[src/rtl/ps2_mouse_pkg.sv]
// Shared encodings, status-bit positions and payload types for the PS/2 mouse tracker.
package ps2_mouse_pkg;

    localparam int unsigned BYTE_W  = 8;
    localparam int unsigned DELTA_W = 9;
    localparam int unsigned WHEEL_W = 4;
    localparam int unsigned BTN_W   = 3;
    localparam int unsigned ERR_W   = 8;

    localparam int unsigned BTN_L   = 0;
    localparam int unsigned BTN_R   = 1;
    localparam int unsigned BTN_M   = 2;
    localparam int unsigned ALWAYS1 = 3;
    localparam int unsigned XSIGN   = 4;
    localparam int unsigned YSIGN   = 5;
    localparam int unsigned XOVF    = 6;
    localparam int unsigned YOVF    = 7;

    localparam logic signed [DELTA_W-1:0] DELTA_POS_SAT = 9'sh0FF;
    localparam logic signed [DELTA_W-1:0] DELTA_NEG_SAT = 9'sh100;

    typedef enum logic [1:0] {
        S_B0 = 2'd0,
        S_B1 = 2'd1,
        S_B2 = 2'd2,
        S_B3 = 2'd3
    } ps2_state_e;

    typedef struct packed {
        logic [BYTE_W-1:0] status;
        logic [BYTE_W-1:0] x;
        logic [BYTE_W-1:0] y;
    } ps2_pkt_t;

    function automatic logic [ERR_W-1:0] sat_inc(input logic [ERR_W-1:0] v);
        return (&v) ? v : v + ERR_W'(1);
    endfunction

endpackage

[src/rtl/ps2_mouse_tracker_if.sv]
// Byte-stream input and decoded-packet output bundle of the PS/2 mouse tracker.
interface ps2_mouse_tracker_if
    import ps2_mouse_pkg::*;
#(
    parameter int unsigned POS_W = 10
) ();

    logic [BYTE_W-1:0]  rx_data;
    logic               rx_ready;
    logic               rx_error;
    logic               enable;
    logic               wheel_mode;

    logic [POS_W-1:0]   pos_x;
    logic [POS_W-1:0]   pos_y;
    logic [DELTA_W-1:0] mouse_dx;
    logic [DELTA_W-1:0] mouse_dy;
    logic [WHEEL_W-1:0] wheel_dz;
    logic [BTN_W-1:0]   buttons;
    logic               packet_ready;
    logic [ERR_W-1:0]   sync_err_cnt;

    modport master (
        output rx_data, rx_ready, rx_error, enable, wheel_mode,
        input  pos_x, pos_y, mouse_dx, mouse_dy, wheel_dz, buttons,
               packet_ready, sync_err_cnt
    );

    modport slave (
        input  rx_data, rx_ready, rx_error, enable, wheel_mode,
        output pos_x, pos_y, mouse_dx, mouse_dy, wheel_dz, buttons,
               packet_ready, sync_err_cnt
    );

endinterface

[src/rtl/ps2_axis_accum.sv]
// One cursor axis: overflow-saturated delta, signed add or subtract, clamp to 0..RANGE-1.
module ps2_axis_accum
    import ps2_mouse_pkg::*;
#(
    parameter int unsigned RANGE    = 640,
    parameter int unsigned POS_W    = 10,
    parameter bit          SUBTRACT = 1'b0
) (
    input  logic               clk,
    input  logic               rst_n,
    input  logic               commit_i,
    input  logic               sign_i,
    input  logic               ovf_i,
    input  logic [BYTE_W-1:0]  mag_i,
    output logic [POS_W-1:0]   pos_o,
    output logic [DELTA_W-1:0] delta_o
);

    localparam int unsigned SUM_W = POS_W + 2;
    localparam logic [POS_W-1:0]        POS_RST = POS_W'(RANGE / 2);
    localparam logic [POS_W-1:0]        POS_TOP = POS_W'(RANGE - 1);
    localparam logic signed [SUM_W-1:0] POS_MAX = SUM_W'(RANGE - 1);

    logic signed [DELTA_W-1:0] delta_c;
    logic signed [SUM_W-1:0]   base_c;
    logic signed [SUM_W-1:0]   step_c;
    logic signed [SUM_W-1:0]   sum_c;
    logic [POS_W-1:0]          pos_d;
    logic [POS_W-1:0]          pos_q;
    logic [DELTA_W-1:0]        delta_q;

    // Sign bit of the sum catches underflow; the upper bound is compared signed.
    always_comb begin
        delta_c = signed'({sign_i, mag_i});
        if (ovf_i) begin
            delta_c = sign_i ? DELTA_NEG_SAT : DELTA_POS_SAT;
        end
        base_c = signed'({2'b00, pos_q});
        step_c = SUM_W'(delta_c);
        sum_c  = SUBTRACT ? (base_c - step_c) : (base_c + step_c);
        if (sum_c[SUM_W-1]) begin
            pos_d = '0;
        end else if (sum_c > POS_MAX) begin
            pos_d = POS_TOP;
        end else begin
            pos_d = sum_c[POS_W-1:0];
        end
    end

    always_ff @(posedge clk) begin
        if (!rst_n) begin
            pos_q   <= POS_RST;
            delta_q <= '0;
        end else if (commit_i) begin
            pos_q   <= pos_d;
            delta_q <= delta_c;
        end
    end

    assign pos_o   = pos_q;
    assign delta_o = delta_q;

endmodule

[src/rtl/ps2_mouse_tracker.sv]
// PS/2 mouse packet framer and clamped cursor tracker.
// Define PS2_WHEEL_EN to build in 4-byte IntelliMouse packets selected by wheel_mode.
module ps2_mouse_tracker
    import ps2_mouse_pkg::*;
#(
    parameter int unsigned SCREEN_W   = 640,
    parameter int unsigned SCREEN_H   = 480,
    parameter int unsigned POS_W      = 10,
    parameter int unsigned CLK_HZ     = 27_000_000,
    parameter int unsigned TIMEOUT_US = 2000
) (
    input  logic          clk,
    input  logic          rst_n,
    ps2_mouse_tracker_if.slave bus
);

    localparam int unsigned TIMEOUT_CYC = (CLK_HZ / 1_000_000) * TIMEOUT_US;
    localparam int unsigned CNT_W       = (TIMEOUT_CYC > 1) ? $clog2(TIMEOUT_CYC) : 1;
    localparam logic [CNT_W-1:0] TIMEOUT_LAST = CNT_W'(TIMEOUT_CYC - 1);

    ps2_state_e          state_q, state_d;
    logic [CNT_W-1:0]    cnt_q, cnt_d;
    ps2_pkt_t            pkt_q, pkt_d;
    logic                pkt4_q, pkt4_d;
    logic                commit_c;
    logic                drop_c;
    logic                wheel_sel_c;
    logic [BYTE_W-1:0]   commit_y_c;

    logic [ERR_W-1:0]    err_q;
    logic [BTN_W-1:0]    btn_q;
    logic                pr_q;

`ifdef PS2_WHEEL_EN
    logic unused_c;
    assign wheel_sel_c = bus.wheel_mode;
    assign unused_c    = pkt_q.status[ALWAYS1];
`else
    logic unused_c;
    assign wheel_sel_c = 1'b0;
    assign unused_c    = ^{pkt_q.status[ALWAYS1], bus.wheel_mode};
`endif

    always_ff @(posedge clk) begin
        if (!rst_n) begin
            state_q <= S_B0;
            cnt_q   <= '0;
            pkt_q   <= '0;
            pkt4_q  <= 1'b0;
        end else begin
            state_q <= state_d;
            cnt_q   <= cnt_d;
            pkt_q   <= pkt_d;
            pkt4_q  <= pkt4_d;
        end
    end

    // Priority: disable, then rx_error, then an accepted byte, then the inter-byte timeout.
    always_comb begin
        state_d  = state_q;
        cnt_d    = cnt_q;
        pkt_d    = pkt_q;
        pkt4_d   = pkt4_q;
        commit_c = 1'b0;
        drop_c   = 1'b0;

        if (!bus.enable) begin
            state_d = S_B0;
            cnt_d   = '0;
        end else if (bus.rx_error) begin
            drop_c  = (state_q != S_B0);
            state_d = S_B0;
            cnt_d   = '0;
        end else if (bus.rx_ready) begin
            cnt_d = '0;
            case (state_q)
                S_B0: begin
                    if (bus.rx_data[ALWAYS1]) begin
                        pkt_d.status = bus.rx_data;
                        pkt4_d       = wheel_sel_c;
                        state_d      = S_B1;
                    end else begin
                        drop_c = 1'b1;
                    end
                end
                S_B1: begin
                    pkt_d.x = bus.rx_data;
                    state_d = S_B2;
                end
                S_B2: begin
                    pkt_d.y = bus.rx_data;
                    if (pkt4_q) begin
                        state_d = S_B3;
                    end else begin
                        commit_c = 1'b1;
                        state_d  = S_B0;
                    end
                end
                S_B3: begin
                    commit_c = 1'b1;
                    state_d  = S_B0;
                end
                default: state_d = S_B0;
            endcase
        end else if (state_q != S_B0) begin
            if (cnt_q == TIMEOUT_LAST) begin
                drop_c  = 1'b1;
                state_d = S_B0;
                cnt_d   = '0;
            end else begin
                cnt_d = cnt_q + CNT_W'(1);
            end
        end
    end

    // A 3-byte commit happens on the Y byte itself, so take Y straight from the receiver.
    assign commit_y_c = (state_q == S_B3) ? pkt_q.y : bus.rx_data;

    always_ff @(posedge clk) begin
        if (!rst_n) begin
            err_q <= '0;
            btn_q <= '0;
            pr_q  <= 1'b0;
        end else begin
            pr_q <= commit_c;
            if (drop_c) begin
                err_q <= sat_inc(err_q);
            end
            if (commit_c) begin
                btn_q <= {pkt_q.status[BTN_M], pkt_q.status[BTN_R], pkt_q.status[BTN_L]};
            end
        end
    end

`ifdef PS2_WHEEL_EN
    logic [WHEEL_W-1:0] dz_q;

    always_ff @(posedge clk) begin
        if (!rst_n) begin
            dz_q <= '0;
        end else if (commit_c) begin
            dz_q <= (state_q == S_B3) ? bus.rx_data[WHEEL_W-1:0] : '0;
        end
    end

    assign bus.wheel_dz = dz_q;
`else
    assign bus.wheel_dz = '0;
`endif

    ps2_axis_accum #(
        .RANGE    (SCREEN_W),
        .POS_W    (POS_W),
        .SUBTRACT (1'b0)
    ) u_acc_x (
        .clk      (clk),
        .rst_n    (rst_n),
        .commit_i (commit_c),
        .sign_i   (pkt_q.status[XSIGN]),
        .ovf_i    (pkt_q.status[XOVF]),
        .mag_i    (pkt_q.x),
        .pos_o    (bus.pos_x),
        .delta_o  (bus.mouse_dx)
    );

    // PS/2 +Y points up while screen +Y points down.
    ps2_axis_accum #(
        .RANGE    (SCREEN_H),
        .POS_W    (POS_W),
        .SUBTRACT (1'b1)
    ) u_acc_y (
        .clk      (clk),
        .rst_n    (rst_n),
        .commit_i (commit_c),
        .sign_i   (pkt_q.status[YSIGN]),
        .ovf_i    (pkt_q.status[YOVF]),
        .mag_i    (commit_y_c),
        .pos_o    (bus.pos_y),
        .delta_o  (bus.mouse_dy)
    );

    assign bus.buttons      = btn_q;
    assign bus.packet_ready = pr_q;
    assign bus.sync_err_cnt = err_q;

endmodule

[src/flat_wrapper.sv]
// flat-port wrapper written by rule: the top's interface ports become plain ports
module ps2_mouse_tracker_flat import ps2_mouse_pkg::*;
#(
    parameter int unsigned SCREEN_W   = 640,
    parameter int unsigned SCREEN_H   = 480,
    parameter int unsigned POS_W      = 10,
    parameter int unsigned CLK_HZ     = 27_000_000,
    parameter int unsigned TIMEOUT_US = 2000
)
  (clk, rst_n, bus_rx_data, bus_rx_ready, bus_rx_error, bus_enable, bus_wheel_mode, bus_pos_x, bus_pos_y, bus_mouse_dx, bus_mouse_dy, bus_wheel_dz, bus_buttons, bus_packet_ready, bus_sync_err_cnt);
  ps2_mouse_tracker_if #(.POS_W(POS_W)) bus_i ();
  input  logic clk;
  input  logic rst_n;
  input wire logic [$bits(bus_i.rx_data)-1:0] bus_rx_data;
  input wire logic [$bits(bus_i.rx_ready)-1:0] bus_rx_ready;
  input wire logic [$bits(bus_i.rx_error)-1:0] bus_rx_error;
  input wire logic [$bits(bus_i.enable)-1:0] bus_enable;
  input wire logic [$bits(bus_i.wheel_mode)-1:0] bus_wheel_mode;
  output wire logic [$bits(bus_i.pos_x)-1:0] bus_pos_x;
  output wire logic [$bits(bus_i.pos_y)-1:0] bus_pos_y;
  output wire logic [$bits(bus_i.mouse_dx)-1:0] bus_mouse_dx;
  output wire logic [$bits(bus_i.mouse_dy)-1:0] bus_mouse_dy;
  output wire logic [$bits(bus_i.wheel_dz)-1:0] bus_wheel_dz;
  output wire logic [$bits(bus_i.buttons)-1:0] bus_buttons;
  output wire logic [$bits(bus_i.packet_ready)-1:0] bus_packet_ready;
  output wire logic [$bits(bus_i.sync_err_cnt)-1:0] bus_sync_err_cnt;
  assign bus_i.rx_data = bus_rx_data;
  assign bus_i.rx_ready = bus_rx_ready;
  assign bus_i.rx_error = bus_rx_error;
  assign bus_i.enable = bus_enable;
  assign bus_i.wheel_mode = bus_wheel_mode;
  assign bus_pos_x = bus_i.pos_x;
  assign bus_pos_y = bus_i.pos_y;
  assign bus_mouse_dx = bus_i.mouse_dx;
  assign bus_mouse_dy = bus_i.mouse_dy;
  assign bus_wheel_dz = bus_i.wheel_dz;
  assign bus_buttons = bus_i.buttons;
  assign bus_packet_ready = bus_i.packet_ready;
  assign bus_sync_err_cnt = bus_i.sync_err_cnt;
  ps2_mouse_tracker #(.SCREEN_W(SCREEN_W), .SCREEN_H(SCREEN_H), .POS_W(POS_W), .CLK_HZ(CLK_HZ), .TIMEOUT_US(TIMEOUT_US)) u_core (.clk(clk), .rst_n(rst_n), .bus(bus_i));
endmodule
[config.mk]
export PLATFORM = sky130hd
export DESIGN_NAME = ps2_mouse_tracker_flat
export DESIGN_NICKNAME = d
export VERILOG_FILES = /design/src/rtl/ps2_mouse_pkg.sv /design/src/rtl/ps2_mouse_tracker_if.sv /design/src/rtl/ps2_axis_accum.sv /design/src/rtl/ps2_mouse_tracker.sv /design/src/flat_wrapper.sv
export SDC_FILE = /design/constraint.sdc
export NUM_CORES = 1
export LEC_CHECK = 0
export CAP_MARGIN = 10
export CORE_ASPECT_RATIO = 1.1
export CORE_MARGIN = 8
export CORE_UTILIZATION = 60
export CTS_BUF_LIST = sky130_fd_sc_hd__clkbuf_4
export CTS_CLUSTER_SIZE = 40
export DETAILED_ROUTE_END_ITERATION = 12
export PLACE_DENSITY = 0.94
export SETUP_SLACK_MARGIN = 0.15
export SLEW_MARGIN = 15
export SYNTH_ARGS = -nofsm -noshare
export SYNTH_HDL_FRONTEND = slang
export SYNTH_SLANG_ARGS = --single-unit
[constraint.sdc]
create_clock -name clk -period 9.8 [get_ports clk]
set_input_delay 1.47 -clock clk [delete_from_list [all_inputs] [get_ports clk]]
set_output_delay 1.47 -clock clk [all_outputs]
set_load 0.01 [all_outputs]
* Word level (Yosys, flattened, before mapping) *
Index checks and enable logic that the tools add are counted.

storage, ports and cells
  bits of input ports = 14
  register bits = 92

operators by class
  bitwise logic cells = 4
  reduce and logical (&&, ||, !) cells = 13
  multiplexer cells = 26
  equality and inequality tests = 5
  magnitude comparators = 2
  add/subtract/negate cells = 4

operators with widths
  kind                                                  number
  2-to-1 mux 10 bit                                     4
  2-to-1 mux 9 bit                                      4
  adder 16 x 1 -> 16 bit, second input constant         1
  == test 16 bit, second input constant                 1
  2-to-1 mux 16 bit                                     1
  adder 11 x 9 -> 12 bit                                1
  > comparator 12 x 10 -> 1 bit, second input constant  1
  > comparator 12 x 11 -> 1 bit, second input constant  1
  subtractor 11 x 9 -> 12 bit                           1
  2-to-1 mux 1 bit                                      11
  adder 8 x 1 -> 8 bit, second input constant           1
  2-to-1 mux 2 bit                                      4
  2-to-1 mux 8 bit                                      1
  AND reduction 4 bit                                   2
  AND reduction 8 bit                                   1
  case mux 2 bit (3 select lines)                       1
  nonzero test 2 bit                                    3
  AND reduction 5 bit                                   1
  == test 2 bit, second input constant                  2
  NOT 1 bit                                             4
  OR reduction 4 bit                                    1
  inequality test 3 bit, second input constant          1
  AND reduction 3 bit                                   1
  OR reduction 3 bit                                    1
  4 further kinds                                       4

* Depth between registers and ports, before layout *
  depth in word-level cells = 7
  depth in mapped cells = 19
  mapped depth without buffers = 17

* Modules after synthesis *
A second synthesis with hierarchy kept.

unflattened totals
  cell total of the unflattened synthesis = 633
  area, all modules = 5386.4 um^2

by module, submodules not included
  module                           area each (um^2)  seq. area each (um^2)  cells each  times used
  ps2_mouse_tracker                2314.7            1061.0                 255         1
  ps2_axis_accum (u_core.u_acc_y)  1597.8            380.4                  199         1
  ps2_axis_accum (u_core.u_acc_x)  1473.9            380.4                  179         1

* Least setup slack after synthesis *
Ideal clock, no wire load.

  path type = in2reg
  from = input bus_rx_data[1]
  to = register u_core.u_acc_y.pos_q[2] (netlist: u_core.u_acc_y.pos_o[2])
  stages = 14
  path slack = 5.456 ns
  data arrival time = 4.225 ns
  cells stage by stage = mux2_2 -> o21ai_0 -> fa_1 -> nor2_1 -> a41oi_1 -> a31oi_1 -> o211a_1 -> or2_1 -> maj3_2 -> a21oi_2 -> xor2_2 -> a211oi_4 -> a21oi_1 -> o221a_1

on the way
  word-level cells in the longest chain between the ends = 6

ends and longest elaborated chain
  what                             line                      RTL
  start: declaration               flat_wrapper.sv:14        input wire logic [$bits(bus_i.rx_data)-1:0] bus_rx_data;
  2-to-1 mux 8 bit (*)             ps2_mouse_tracker.sv:117  assign commit_y_c = (state_q == S_B3) ? pkt_q.y : bus.rx_data;
  2-to-1 mux 9 bit (*)             ps2_axis_accum.sv:35      if (ovf_i) begin
  subtractor 11 x 9 -> 12 bit (*)  ps2_axis_accum.sv:40      sum_c = SUBTRACT ? (base_c - step_c) : (base_c + step_c);
  > comparator 12 x 10 -> 1 bit    ps2_axis_accum.sv:43      end else if (sum_c > POS_MAX) begin
  2-to-1 mux 10 bit                ps2_axis_accum.sv:43
  2-to-1 mux 10 bit (*)            ps2_axis_accum.sv:41      if (sum_c[SUM_W-1]) begin
  end signal: assignment           ps2_axis_accum.sv:55      pos_q <= pos_d;
  end: declaration                 ps2_axis_accum.sv:29      logic [POS_W-1:0] pos_q;

Mark *: on every way between the ends. The rest lies on a longest branch, timed or not.
A chain may end at the register's enable or synchronous reset.

* Worst setup path in the final report *
  from = input bus_rx_data[1]
  to = register u_core.u_acc_y.pos_q[3] (netlist: u_core.u_acc_y.pos_o[3])

The elaborated chain is that of the path after synthesis.

==> metrics.md <==
| Metric | Value |
|---|---|
| Die X | 103 microns |
| DP Wirelength | 8960 microns |
| 1st-pass router iterations | 5 |
| Post-synth ARST share | 0 |
| Pwr Density | 112 nW/um^2 |
| Hold_ws | 462 ps |
| Drt drc | 0 |
| Leak Pwr | 2.23 nW |
| Most used DFF post-synth | dfxtp_1 |
| Endpoints failing setup | 0 |
| Simple-Gate Fraction of Synth Area | 0.192 |
| Worst hold-check path type | register to register |
| Worst Setup SP | bus_rx_data[1] |
| Share of layout cells above drive strength 1 | 0.0697 |
| Buffers on Ports | 62 |
| CP Class | primary input to register |
| CP Capture Type | register |
| Post-synth top area cell | dfxtp_1 |
| Synth area leaders | dfxtp_1, nor2_1, mux2i_1 |
| Main combinational cell family by area after synthesis | compound AO/OA/AOI/OAI gates |
| Setup TNS | 0 ps |
| Worst-path clk slew | 150 ps |
| Initial antenna violation count | 0 |
| Mean post-synth cell area | 8.45 sq um |
| Fin Clk Skew | 30.4 ps |
| Top-count cell post-synth | dfxtp_1 |
| Fin util | 0.704 |
| Xor-xnor portion of the synthesized cell area | 0.0730 |
| Largest net degree at the start of global routing | 46 |
| Skew-Pair Late Insertion Delay | 460 ps |
| Vias in the first global route | 4462 |
| Clock sink count | 91 |
| Synthesized area | 5020 sq um |
| Mux share of post-synthesis cell area | 0.0551 |
| GPL Wtd Cong | 0.893 |
| Total Routing Usage GR | 0.219 |
| Total gr overflow | 0 |
| Post-Synthesis Cells | 594 |
| Reg-to-reg startpoint | u_core.pkt_q[20] |
| Die height | 112 microns |
| Wire per inst | 16.2 microns |
| Post-CTS Repair Setup Buffers | 0 |
| Final net count | 675 |
| Final min period | 4910 ps |
| First-pass GRT wire length | 20600 microns |
| Peak Freq | 0.204 GHz |
| CTS root buf | clkbuf_4 |
| Syn. warnings | 0 |
| Compound-gate portion of the synthesized area | 0.203 |
| DR vias | 4444 |
| Post-CTS Resized | 0 |
| Die area | 11600 sq um |
| Status | completed |
| # IOs | 68 |
| H-tree levels | 3 |
| Maximum vdd ir drop | 0.0000879 V |
| Diode count | 0 |
| Crit start category | primary input |
| Slew margin rel. | 0.355 |
| Crit path required time | 10170 ps |
| Adder-Cell Fraction of Synth Area | 0.0551 |
| EDFF count, synth | 0 |
| Area share of the largest cell type after synthesis | 0.363 |
| Routed Antenna Nets | 0 |
| CTS Hold Bufs | 0 |
| Critical-path maximum fanout | 5 |
| Fin. Hold Viols | 0 |
| FP Rows | 35 |
| Data arrival, critical path | 5270 ps |
| Post-synth top cells | dfxtp_1, nor2_1, nand2_1 |
| Initial Util | 0.610 |
| Unrepaired setup endpoints after global routing | false |
| Avg Vias per Cell | 5.87 |
| Yosys cell types | 74 |
| Sequential element share of the synthesized area | 0.363 |
| Initial drt markers | 284 |
| MaxCap Viol Count | 0 |
| Total core area | 8230 sq um |
| Number of max-slew violations in the final report | 0 |
| Period utilization | 0.501 |
| Syn-to-layout area delta | 15.5% |
| CTS tree | built |
| Transition time of the tightest slew-check pin | 964 ps |
| Hold Path Origin | u_core.pkt_q[16] |
| FF+latch count, synth | 91 |
| CTS max path bufs | 2 |
| CTS Buf Count | 9 |
| Final wirelength | 12200 microns |
[area by class of cell]
cell class,count,area [sq um]
multi-input cells,441,2920
fillers,639,2440
flip-flops and latches,91,1820
repair buffers,66,651
well taps,111,139
inverters,32,120
clock buffers,10,75.1
clock inverters,6,71.3
[metrics by stage]
stage | instances | cell area (sq um) | worst slack [ps] | total power, mW
2_1_floorplan | 597 | 5030 | 5460 | 0.425
3_3_place_gp | 741 | 5650 | 4560 | 0.439
3_5_place_dp | 741 | 5650 | 4520 | 0.441
4_1_cts | 757 | 5800 | 4970 | 0.654
5_1_grt | 757 | 5800 | 4690 | 0.677
6_report | 757 | 5800 | 4890 | 0.652
[registers in the layout (all words and copies together) (netlist names)]
| name | flops |
|---|---|
| u_core.pkt_q | 23 |
| u_core.cnt_q | 16 |
| u_core.u_acc_x.pos_o | 10 |
| u_core.u_acc_y.pos_o | 10 |
| u_core.u_acc_x.delta_o | 9 |
| u_core.u_acc_y.delta_o | 9 |
| u_core.bus.sync_err_cnt | 8 |
| u_core.bus.buttons | 3 |
| u_core.state_q | 2 |
| u_core.bus.packet_ready | 1 |
[path summary, 6_finish.rpt]
kind,endpoint,slack (ps),cells past startpoint
max,u_core.u_acc_y.pos_o[3],4890,15
min,u_core.bus.buttons[0],460,2
max reg2reg,u_core.u_acc_x.pos_o[2],5280,16
min reg2reg,u_core.bus.buttons[0],460,2
[worst max-delay path, cell delays in order]
cell and delay [ps]:
clkdlybuf4s50_1 490, mux2_2 300, o21ai_0 390, ha_1 310
nor2b_1 150, o21ai_0 290, o21ai_2 150, a211oi_1 370
a2111oi_4 90, o2111ai_1 180, nand2_1 110, a21oi_1 280
xnor2_1 290, nand2_1 200, o221ai_1 200
[power by group]
part	internal [mW]	total (mW)	switching (mW)
clock	0.0839	0.217	0.133
combinational	0.0237	0.0608	0.0371
sequential	0.371	0.374	0.00244
total	0.479	0.652	0.173
[metal layers]
metal | up-vias | global-route usage | wire length, microns
met5 | - | 0 | 0
met3 | 26 | 0.0531 | 777
li1 | 2150 | - | -
met1 | 2117 | 0.262 | 5240
met2 | 151 | 0.365 | 6010
met4 | 0 | 0.0831 | 214
[kinds of logic (layout without fill, tap and decap cells)]
family	after synthesis	count (layout)
multiplexers	27	27
adder cells (fa/ha/maj)	21	21
AND/OR/NAND/NOR	213	213
flip-flops	91	91
buffers and inverters	65	114
AO/OA/AOI/OAI	135	135
XOR/XNOR	41	41
other	1	4
[cell usage in the layout, fill, tap and decap left out, types with 6 or more instances in the layout]
master	count
inv_1	31
dfxtp_1	91
clkbuf_4	10
ha_1	18
nand4_1	10
o21ai_0	20
nor3_1	8
xor2_1	19
a22o_1	6
o211ai_1	13
mux2i_1	25
nand2_1	61
a21o_1	8
clkdlybuf4s50_1	62
nand3_1	11
a21oi_1	35
nor2_1	86
xnor2_1	21
and3_1	11
o21bai_1	6
(Power assumes the default switching activity.)
